$ cat config.mk
export PLATFORM = sky130hd
export DESIGN_NAME = n16_butterfly_base_n4_top
export DESIGN_NICKNAME = d
export VERILOG_FILES = /design/src/rtl/n16_butterfly_base_n4_top.sv
export SDC_FILE = /design/constraint.sdc
export NUM_CORES = 1
export LEC_CHECK = 0
export BUFFER_PORTS_ARGS = -buffer_cell sky130_fd_sc_hd__buf_2
export CAP_MARGIN = 30
export CORE_MARGIN = 2
export CORE_UTILIZATION = 35
export CTS_BUF_LIST = sky130_fd_sc_hd__clkbuf_4 sky130_fd_sc_hd__clkbuf_8
export CTS_CLUSTER_DIAMETER = 30
export CTS_CLUSTER_SIZE = 12
export DETAILED_ROUTE_END_ITERATION = 6
export PLACE_DENSITY = 0.8
export SYNTH_ARGS = -nofsm -noshare
export SYNTH_HDL_FRONTEND = slang
export SYNTH_SLANG_ARGS = --single-unit
$ cat constraint.sdc
create_clock -name sys_clk_i -period 1.23 [get_ports sys_clk_i]
set_input_delay 0 -clock sys_clk_i [delete_from_list [all_inputs] [get_ports sys_clk_i]]
set_output_delay 0 -clock sys_clk_i [all_outputs]
set_load 0.05 [all_outputs]
$ cat src/rtl/n16_butterfly_base_n4_top.sv
// Streaming 16-point complex FFT: two radix-4 stages (DIF), ping-pong input
// and output stores, natural-order output with a fixed 4-cycle latency.
module n16_butterfly_base_n4_top #(
    parameter int unsigned DATA_WIDTH = 8,
    parameter int unsigned Wn_WIDTH   = 8,
    parameter int unsigned N_POINT    = 16
) (
    input  logic                                        sys_clk_i,
    input  logic                                        rst_n_i,
    input  logic                                        data_in_valid_i,
    input  logic signed [DATA_WIDTH-1:0]                xn_real_i,
    input  logic signed [DATA_WIDTH-1:0]                xn_imag_i,
    output logic                                        data_out_valid_o,
    output logic signed [DATA_WIDTH+Wn_WIDTH+1:0]       xk_real_o,
    output logic signed [DATA_WIDTH+Wn_WIDTH+1:0]       xk_imag_o
);

    localparam int unsigned DW = DATA_WIDTH;
    localparam int unsigned WW = Wn_WIDTH;
    localparam int unsigned IW = $clog2(N_POINT);
    localparam int unsigned NP = 16;
    localparam int unsigned OW = DW + WW + 2;
    // Stage-1 sum of four (negated) samples, stage-1 product, stage-2 sum.
    localparam int unsigned YW = DW + 3;
    localparam int unsigned ZW = DW + WW + 3;
    localparam int unsigned XW = DW + WW + 5;

    // cos(pi/8), sin(pi/8), cos(pi/4) in Q30, rounded to WW-2 fraction bits below.
    localparam longint unsigned C1_Q30 = 64'd992008095;
    localparam longint unsigned S1_Q30 = 64'd410903207;
    localparam longint unsigned H_Q30  = 64'd759250125;

    typedef enum logic {ST_IDLE, ST_STREAM} state_t;

    function automatic logic signed [WW-1:0] q_tw(input longint unsigned c);
        longint unsigned t;
        t = ((c << (WW - 2)) + 64'd536870912) >> 30;
        return WW'(t);
    endfunction

    localparam logic signed [WW-1:0] TW_ONE = WW'(64'd1 << (WW - 2));

    // W16^m = tw_cos(m) - j*tw_sin(m); only exponents n2*k1 in {0,1,2,3,4,6,9} occur.
    function automatic logic signed [WW-1:0] tw_cos(input logic [3:0] m);
        case (m)
            4'd0:    return TW_ONE;
            4'd1:    return q_tw(C1_Q30);
            4'd2:    return q_tw(H_Q30);
            4'd3:    return q_tw(S1_Q30);
            4'd6:    return -q_tw(H_Q30);
            4'd9:    return -q_tw(C1_Q30);
            default: return '0;
        endcase
    endfunction

    function automatic logic signed [WW-1:0] tw_sin(input logic [3:0] m);
        case (m)
            4'd1:    return q_tw(S1_Q30);
            4'd2:    return q_tw(H_Q30);
            4'd3:    return q_tw(C1_Q30);
            4'd4:    return TW_ONE;
            4'd6:    return q_tw(H_Q30);
            4'd9:    return -q_tw(S1_Q30);
            default: return '0;
        endcase
    endfunction

    logic [IW-1:0]          wr_cnt;
    logic                   wr_bank;
    logic                   s1_bank;
    logic                   go1, go2, go3, go4;
    logic                   ob_wr;
    logic                   bank3, bank4;
    logic                   rd_bank;
    logic [IW-1:0]          rd_idx;
    state_t                 state;
    logic                   frame_done_c;

    logic signed [DW-1:0]   ibuf_re [2][NP];
    logic signed [DW-1:0]   ibuf_im [2][NP];
    logic signed [ZW-1:0]   z_re    [NP];
    logic signed [ZW-1:0]   z_im    [NP];
    logic signed [ZW-1:0]   z_re_c  [NP];
    logic signed [ZW-1:0]   z_im_c  [NP];
    logic signed [OW-1:0]   x_re_c  [NP];
    logic signed [OW-1:0]   x_im_c  [NP];
    logic signed [OW-1:0]   obuf_re [2][NP];
    logic signed [OW-1:0]   obuf_im [2][NP];

    logic signed [YW-1:0]   ya_re, ya_im, xa, xb;
    logic signed [WW-1:0]   twc, tws;
    logic signed [XW-1:0]   xacc_re, xacc_im, za, zb;

    assign frame_done_c = data_in_valid_i && (wr_cnt == IW'(NP - 1));

    // Sample counter, bank select and the 4-deep frame-event pipeline.
    always_ff @(posedge sys_clk_i or negedge rst_n_i) begin
        if (!rst_n_i) begin
            wr_cnt  <= '0;
            wr_bank <= 1'b0;
            s1_bank <= 1'b0;
            go1     <= 1'b0;
            go2     <= 1'b0;
            go3     <= 1'b0;
            go4     <= 1'b0;
            ob_wr   <= 1'b0;
            bank3   <= 1'b0;
            bank4   <= 1'b0;
        end else begin
            if (data_in_valid_i) begin
                wr_cnt <= wr_cnt + 1'b1;
            end
            if (frame_done_c) begin
                wr_bank <= ~wr_bank;
                s1_bank <= wr_bank;
            end
            go1 <= frame_done_c;
            go2 <= go1;
            go3 <= go2;
            go4 <= go3;
            if (go2) begin
                ob_wr <= ~ob_wr;
            end
            bank3 <= ob_wr;
            bank4 <= bank3;
        end
    end

    // Stage 1: radix-4 butterfly over x[n2+4*n1] for each n2, then twiddle W16^(n2*k1).
    always_comb begin
        z_re_c = '{default: '0};
        z_im_c = '{default: '0};
        ya_re  = '0;
        ya_im  = '0;
        xa     = '0;
        xb     = '0;
        twc    = '0;
        tws    = '0;
        for (int n2 = 0; n2 < 4; n2++) begin
            for (int k1 = 0; k1 < 4; k1++) begin
                ya_re = '0;
                ya_im = '0;
                for (int n1 = 0; n1 < 4; n1++) begin
                    xa = YW'(ibuf_re[s1_bank][4'(n2 + 4 * n1)]);
                    xb = YW'(ibuf_im[s1_bank][4'(n2 + 4 * n1)]);
                    // multiply by (-j)^(n1*k1): swaps and negates only
                    case (2'(n1 * k1))
                        2'd0: begin ya_re = ya_re + xa; ya_im = ya_im + xb; end
                        2'd1: begin ya_re = ya_re + xb; ya_im = ya_im - xa; end
                        2'd2: begin ya_re = ya_re - xa; ya_im = ya_im - xb; end
                        default: begin ya_re = ya_re - xb; ya_im = ya_im + xa; end
                    endcase
                end
                twc = tw_cos(4'(n2 * k1));
                tws = tw_sin(4'(n2 * k1));
                z_re_c[4'(n2 * 4 + k1)] = ZW'(ya_re) * ZW'(twc) + ZW'(ya_im) * ZW'(tws);
                z_im_c[4'(n2 * 4 + k1)] = ZW'(ya_im) * ZW'(twc) - ZW'(ya_re) * ZW'(tws);
            end
        end
    end

    // Stage 2: radix-4 butterfly across n2 per k1, written straight to natural order k1+4*k2.
    always_comb begin
        x_re_c  = '{default: '0};
        x_im_c  = '{default: '0};
        xacc_re = '0;
        xacc_im = '0;
        za      = '0;
        zb      = '0;
        for (int k1 = 0; k1 < 4; k1++) begin
            for (int k2 = 0; k2 < 4; k2++) begin
                xacc_re = '0;
                xacc_im = '0;
                for (int n2 = 0; n2 < 4; n2++) begin
                    za = XW'(z_re[4'(n2 * 4 + k1)]);
                    zb = XW'(z_im[4'(n2 * 4 + k1)]);
                    case (2'(n2 * k2))
                        2'd0: begin xacc_re = xacc_re + za; xacc_im = xacc_im + zb; end
                        2'd1: begin xacc_re = xacc_re + zb; xacc_im = xacc_im - za; end
                        2'd2: begin xacc_re = xacc_re - za; xacc_im = xacc_im - zb; end
                        default: begin xacc_re = xacc_re - zb; xacc_im = xacc_im + za; end
                    endcase
                end
                x_re_c[4'(k1 + 4 * k2)] = OW'(xacc_re >>> 2);
                x_im_c[4'(k1 + 4 * k2)] = OW'(xacc_im >>> 2);
            end
        end
    end

    // Datapath storage: input ping-pong, stage-1 register, output ping-pong.
    always_ff @(posedge sys_clk_i) begin
        if (data_in_valid_i) begin
            ibuf_re[wr_bank][wr_cnt] <= xn_real_i;
            ibuf_im[wr_bank][wr_cnt] <= xn_imag_i;
        end
        if (go1) begin
            z_re <= z_re_c;
            z_im <= z_im_c;
        end
        if (go2) begin
            for (int i = 0; i < 16; i++) begin
                obuf_re[ob_wr][4'(i)] <= x_re_c[4'(i)];
                obuf_im[ob_wr][4'(i)] <= x_im_c[4'(i)];
            end
        end
    end

    // Output streamer: starts a frame on go4, walks X[0..15], zero when idle.
    always_ff @(posedge sys_clk_i or negedge rst_n_i) begin
        if (!rst_n_i) begin
            state            <= ST_IDLE;
            rd_bank          <= 1'b0;
            rd_idx           <= '0;
            data_out_valid_o <= 1'b0;
            xk_real_o        <= '0;
            xk_imag_o        <= '0;
        end else if (go4) begin
            state            <= ST_STREAM;
            rd_bank          <= bank4;
            rd_idx           <= IW'(1);
            data_out_valid_o <= 1'b1;
            xk_real_o        <= obuf_re[bank4][0];
            xk_imag_o        <= obuf_im[bank4][0];
        end else if (state == ST_STREAM) begin
            rd_idx           <= rd_idx + 1'b1;
            data_out_valid_o <= 1'b1;
            xk_real_o        <= obuf_re[rd_bank][rd_idx];
            xk_imag_o        <= obuf_im[rd_bank][rd_idx];
            if (rd_idx == IW'(NP - 1)) begin
                state <= ST_IDLE;
            end
        end else begin
            data_out_valid_o <= 1'b0;
            xk_real_o        <= '0;
            xk_imag_o        <= '0;
        end
    end

endmodule

# ---- Word-level counts from Yosys, hierarchy flattened
# Index checks and enable logic that the tools add are counted.
dict set report word_totals {
  register_bits 50
  latch_bits 0
  ramBits 0
  rom_bits 0
  input_bits 19
  output_inout_bits 37
  wordCells 35
  n_memories 0
}
dict set report op_classes {
  add_sub_neg 2
  n_mul 0
  div_mod_pow 0
  n_lt_le_gt_ge 1
  n_eq_ne 2
  shift 0
  n_mux 17
  n_bitwise 1
  n_reduce_logical 2
}
# op n
set ops {}
lappend ops {{binary-select mux 18 bit (select 4 bit)} 2}
lappend ops {{two-way mux 18 bit} 8}
lappend ops {{adder 4 x 1 -> 4 bit (second input constant)} 2}
lappend ops {{equality test 4 bit (second input constant)} 2}
lappend ops {{two-way mux 4 bit} 2}
lappend ops {{greater-or-equal comparator 5 bit (second input constant)} 1}
lappend ops {{two-way mux 1 bit} 5}
lappend ops {{NOT 4 -> 5 bit} 1}
lappend ops {{nonzero test 2 bit} 1}
lappend ops {{logical AND 1 bit} 1}

# ---- Longest topological paths before layout
dict set report logic_depth {
  depth_word 6
  depth_mapped 3
  ltp_nobuf 3
}

# ---- Worst setup path before layout
# No wires, ideal clock.
dict set report synth_timing {
  path_kind {register to register}
  start {register wr_cnt[0]}
  end {register wr_cnt[1]}
  setup_time_ns 0.125
  arrival_time_ns 0.908
  required_time_ns 1.105
  setup_slack_ns 0.197
  stages_incl_launch_ff 3
  path_buffers 0
  synth_period_minus_slack_ns 1.033
  path_cell_list {dfrtp_1 > ha_1 > mux2_2}
}
dict set report synth_via {
  elab_chain_cells 1
}
# element line
set synth_lines {}
lappend synth_lines {{start, declared} 68} ;# logic [IW-1:0] wr_cnt;
lappend synth_lines {{start signal, assigned} 111} ;# wr_cnt <= wr_cnt + 1'b1;
lappend synth_lines {{adder 4 x 1 -> 4 bit} 111}
# No other way between the ends.
# A chain may end at the register's enable or synchronous reset.

# ---- Worst setup path in the final report
dict set report layout_timing {
  start {register rd_idx[0]}
  end {register rd_idx[2]}
}
dict set report layout_via {
  elab_chain_cells 3
}
# element line
set layout_lines {}
lappend layout_lines {{start, declared} 75} ;# logic [IW-1:0] rd_idx;
lappend layout_lines {{start signal, assigned} 225} ;# rd_idx <= rd_idx + 1'b1;
lappend layout_lines {{adder 4 x 1 -> 4 bit} 225}
lappend layout_lines {{two-way mux 4 bit} 224} ;# end else if (state == ST_STREAM) begin
lappend layout_lines {{two-way mux 4 bit} 217} ;# end else if (go4) begin
# No other way between the ends. The select of a mux whose other input is x is not followed.

==> metrics.yaml <==
critical_path:
  critPathRequiredTime_ps: 1430
  cp_data_arrival_time_ps: 1310
  worst_path_largest_cell_delay_ps: 440
  crit_buf_inv: 0
  cp_cell_sequence: "ha_1, a21bo_1, a21oi_1"
  slowest_stage: "dfrtp_1"
  startpoint_type: "register"
  crit_type: "reg2reg"
  end_kind: "register"
  critPathLaunch: "rd_idx[0]"
  critPathTopFamily: "flip-flops"
  critPathMaxFanout: 3
  r2r-start: "rd_idx[0]"
yosys:
  yosysSeqAreaShare_pct: 42.0
  yosysWarningCount: 0
  synth.distinct_cells: 22
  syn_area_per_cell_um2: 11.0
  synth_seq_cells: 14
  synthesis.area_um2: 833
  syn_inst: 76
min_path:
  hold_class: "in2async"
die:
  rows: 17
  pin_count: 56
  dieArea_um2: 2790
  dieHeight_um: 52.8
  start_util_pct: 37.3
  die_x_um: 52.8
  core_um2: 2230
clocking:
  cts_tree: "yes"
  cts_made_buffers: 3
  post_cts_buffers: 0
  worstSkewPairLatency_ps: 270
  cts.reportedPaths.clkPinSlew_ps: 80
  cts.sinks: 14
  cts_root_buffer: "clkbuf_4"
  cts_buffer_depth: 2
  cts.htree.levels: 1
route:
  wl_met2_um: 478
  top_layer: "met3"
  ant_nets: 0
  wire_per_inst_um: 8.12
  vias: 393
  drt-initial-drc-count: 0
  wl_met3_um: 85
  wl_um: 909
  dr.pass1.iters: 1
  wl_met1_um: 345
  drc: 0
  vias_per_cell: 3.51
job:
  cap_violations: 0
timing:
  post-route-min-period_ps: 1100
  timing.fmax_mhz: 906
  hold_viol: 0
  rsz0062_at_grt: "false"
  min_period_over_period_pct: 89.8
  finClkSkew_ps: 0.180
  report.final.setup_viol: 0
  hold_slack_ps: 151
  timing.setup.tns_ps: 0
  slew_viol_final: 0
global_routing:
  grt.total_usage_pct: 7.08
  overflow: 0
  grt_pass1_wl_um: 1320
  grt_pass1_vias: 334
  grt_max_degree: 15
  antenna_found_initial: 0
power_and_ir_drop:
  power_density_nw_per_um2: 2390
  leakage_nw: 0.422
  power_mw: 1.90
  peakVddDrop_mv: 1.18
layout:
  area_growth_pct: -4.35
  final_core_util_pct: 35.7
  drive_gt1_share_pct: 14.3
  fillers: 236
  antenna_cells: 0
  nNetsFinal: 106
run_status:
  outcome: "completed"
place:
  gp_congestion: 0.755
  dp.final_hpwl_um: 715
  portBuffers: 3
[worst paths after layout]
path	to	slack, ps	depth (start not counted)
worst max-delay path	rd_idx[2]	130	3
worst min-delay path	wr_cnt[1]	150	2
worst max register to register	rd_idx[2]	130	3
worst min register to register	go2	350	0
max in group asynchronous	wr_cnt[2]	840	2
min in group sys_clk_i	go2	350	0
[area by class of cell]
| class | count | area [µm²] | share of cell area (%) |
|---|---|---|---|
| sequential | 14 | 350 | 44.0 |
| multi-input combinational | 60 | 333 | 41.8 |
| timing repair buffer | 6 | 42.5 | 5.34 |
| clock buffer | 4 | 36.3 | 4.55 |
| tap | 28 | 35.0 | 4.40 |
[state kept, by name (all words and copies together), names as in the netlist]
signal,cells
data_out_valid_o,1
go1,1
go2,1
go3,1
go4,1
rd_idx,4
state,1
wr_cnt,4
[power by group]
| part | leakage, nW | internal, mW | switching, mW |
|---|---|---|---|
| sequential | 0.174 | 0.647 | 0.181 |
| combinational | 0.226 | 0.280 | 0.472 |
| clock | 0.0210 | 0.180 | 0.141 |
| total | 0.422 | 1.11 | 0.794 |
[per-layer routing]
metal	track usage, %	vias up
li1	-	184
met1	6.60	186
met2	11.3	23
met3	5.14	0
met4	3.85	0
met5	0	-
[worst register-to-register path: cells and delay by family (launching register included)]
family	cells	cell delay, ps
DFF	1	440
adders and majority gates	1	260
AOI/OAI and AO/OA	2	330
[placed cells by master (no fill, tap or decap)]
master         netlist  routed
a21bo_1              1       1
a21o_2               1       1
a21oi_1              1       1
buf_2                0       3
buf_4               36       1
clkbuf_4             0       3
clkbuf_8             0       1
conb_1               1      36
dfrtp_1             14      14
dlygate4sd3_1        0       2
ha_1                 2       2
mux2_2               1       1
mux2_4               1       1
mux2i_1              1       1
nand2_1              2       2
nand2b_1             1       1
nand3_1              1       1
nand3b_1             1       1
nand4_1              1       1
nand4_4              1       1
nor2_1               3       3
nor2b_1              1       1
or2_1                1       1
xnor2_1              3       3
xor2_1               1       1
[cell families (layout without fill, tap and decap cells)]
kind of cell	count (synthesis)	in the layout	share of synthesized area, %
adders and majority gates	2	2	3.00
buffers and inverters	37	10	33.8
DFF	14	14	42.0
muxes	3	3	4.35
other	1	36	0.450
and+or+nand+nor	12	12	9.31
AOI/OAI and AO/OA	3	3	2.85
xor gates and xnor gates	4	4	4.20
[synth_stat cells, drive strengths merged]
master | count | share of area (%)
a21bo | 1 | 1.2
a21o | 1 | 1.1
a21oi | 1 | 0.60
buf | 37 | 34
conb | 1 | 0.45
dfrtp | 14 | 42
ha | 2 | 3.0
mux2 | 2 | 3.2
mux2i | 1 | 1.2
nand2 | 2 | 0.90
nand2b | 1 | 0.75
nand3 | 1 | 0.60
nand3b | 1 | 0.90
nand4 | 2 | 3.3
nor2 | 3 | 1.4
nor2b | 1 | 0.75
or2 | 1 | 0.75
xnor2 | 3 | 3.2
xor2 | 1 | 1.1
[through the flow]
step / area [µm²] / std cells / setup WS (ps)
floorplan: 965 / 111 / 197
global placement: 741 / 106 / 180
detailed placement: 741 / 106 / 153
CTS: 797 / 112 / 117
global route: 797 / 112 / 92.0
finish: 797 / 112 / 126
[repair_timing]
item                      4_1_cts  5_1_grt
hold endpoints to repair       15        0
resized for setup               0        0
hold buffers                    2        0
(Power assumes the default switching activity.)
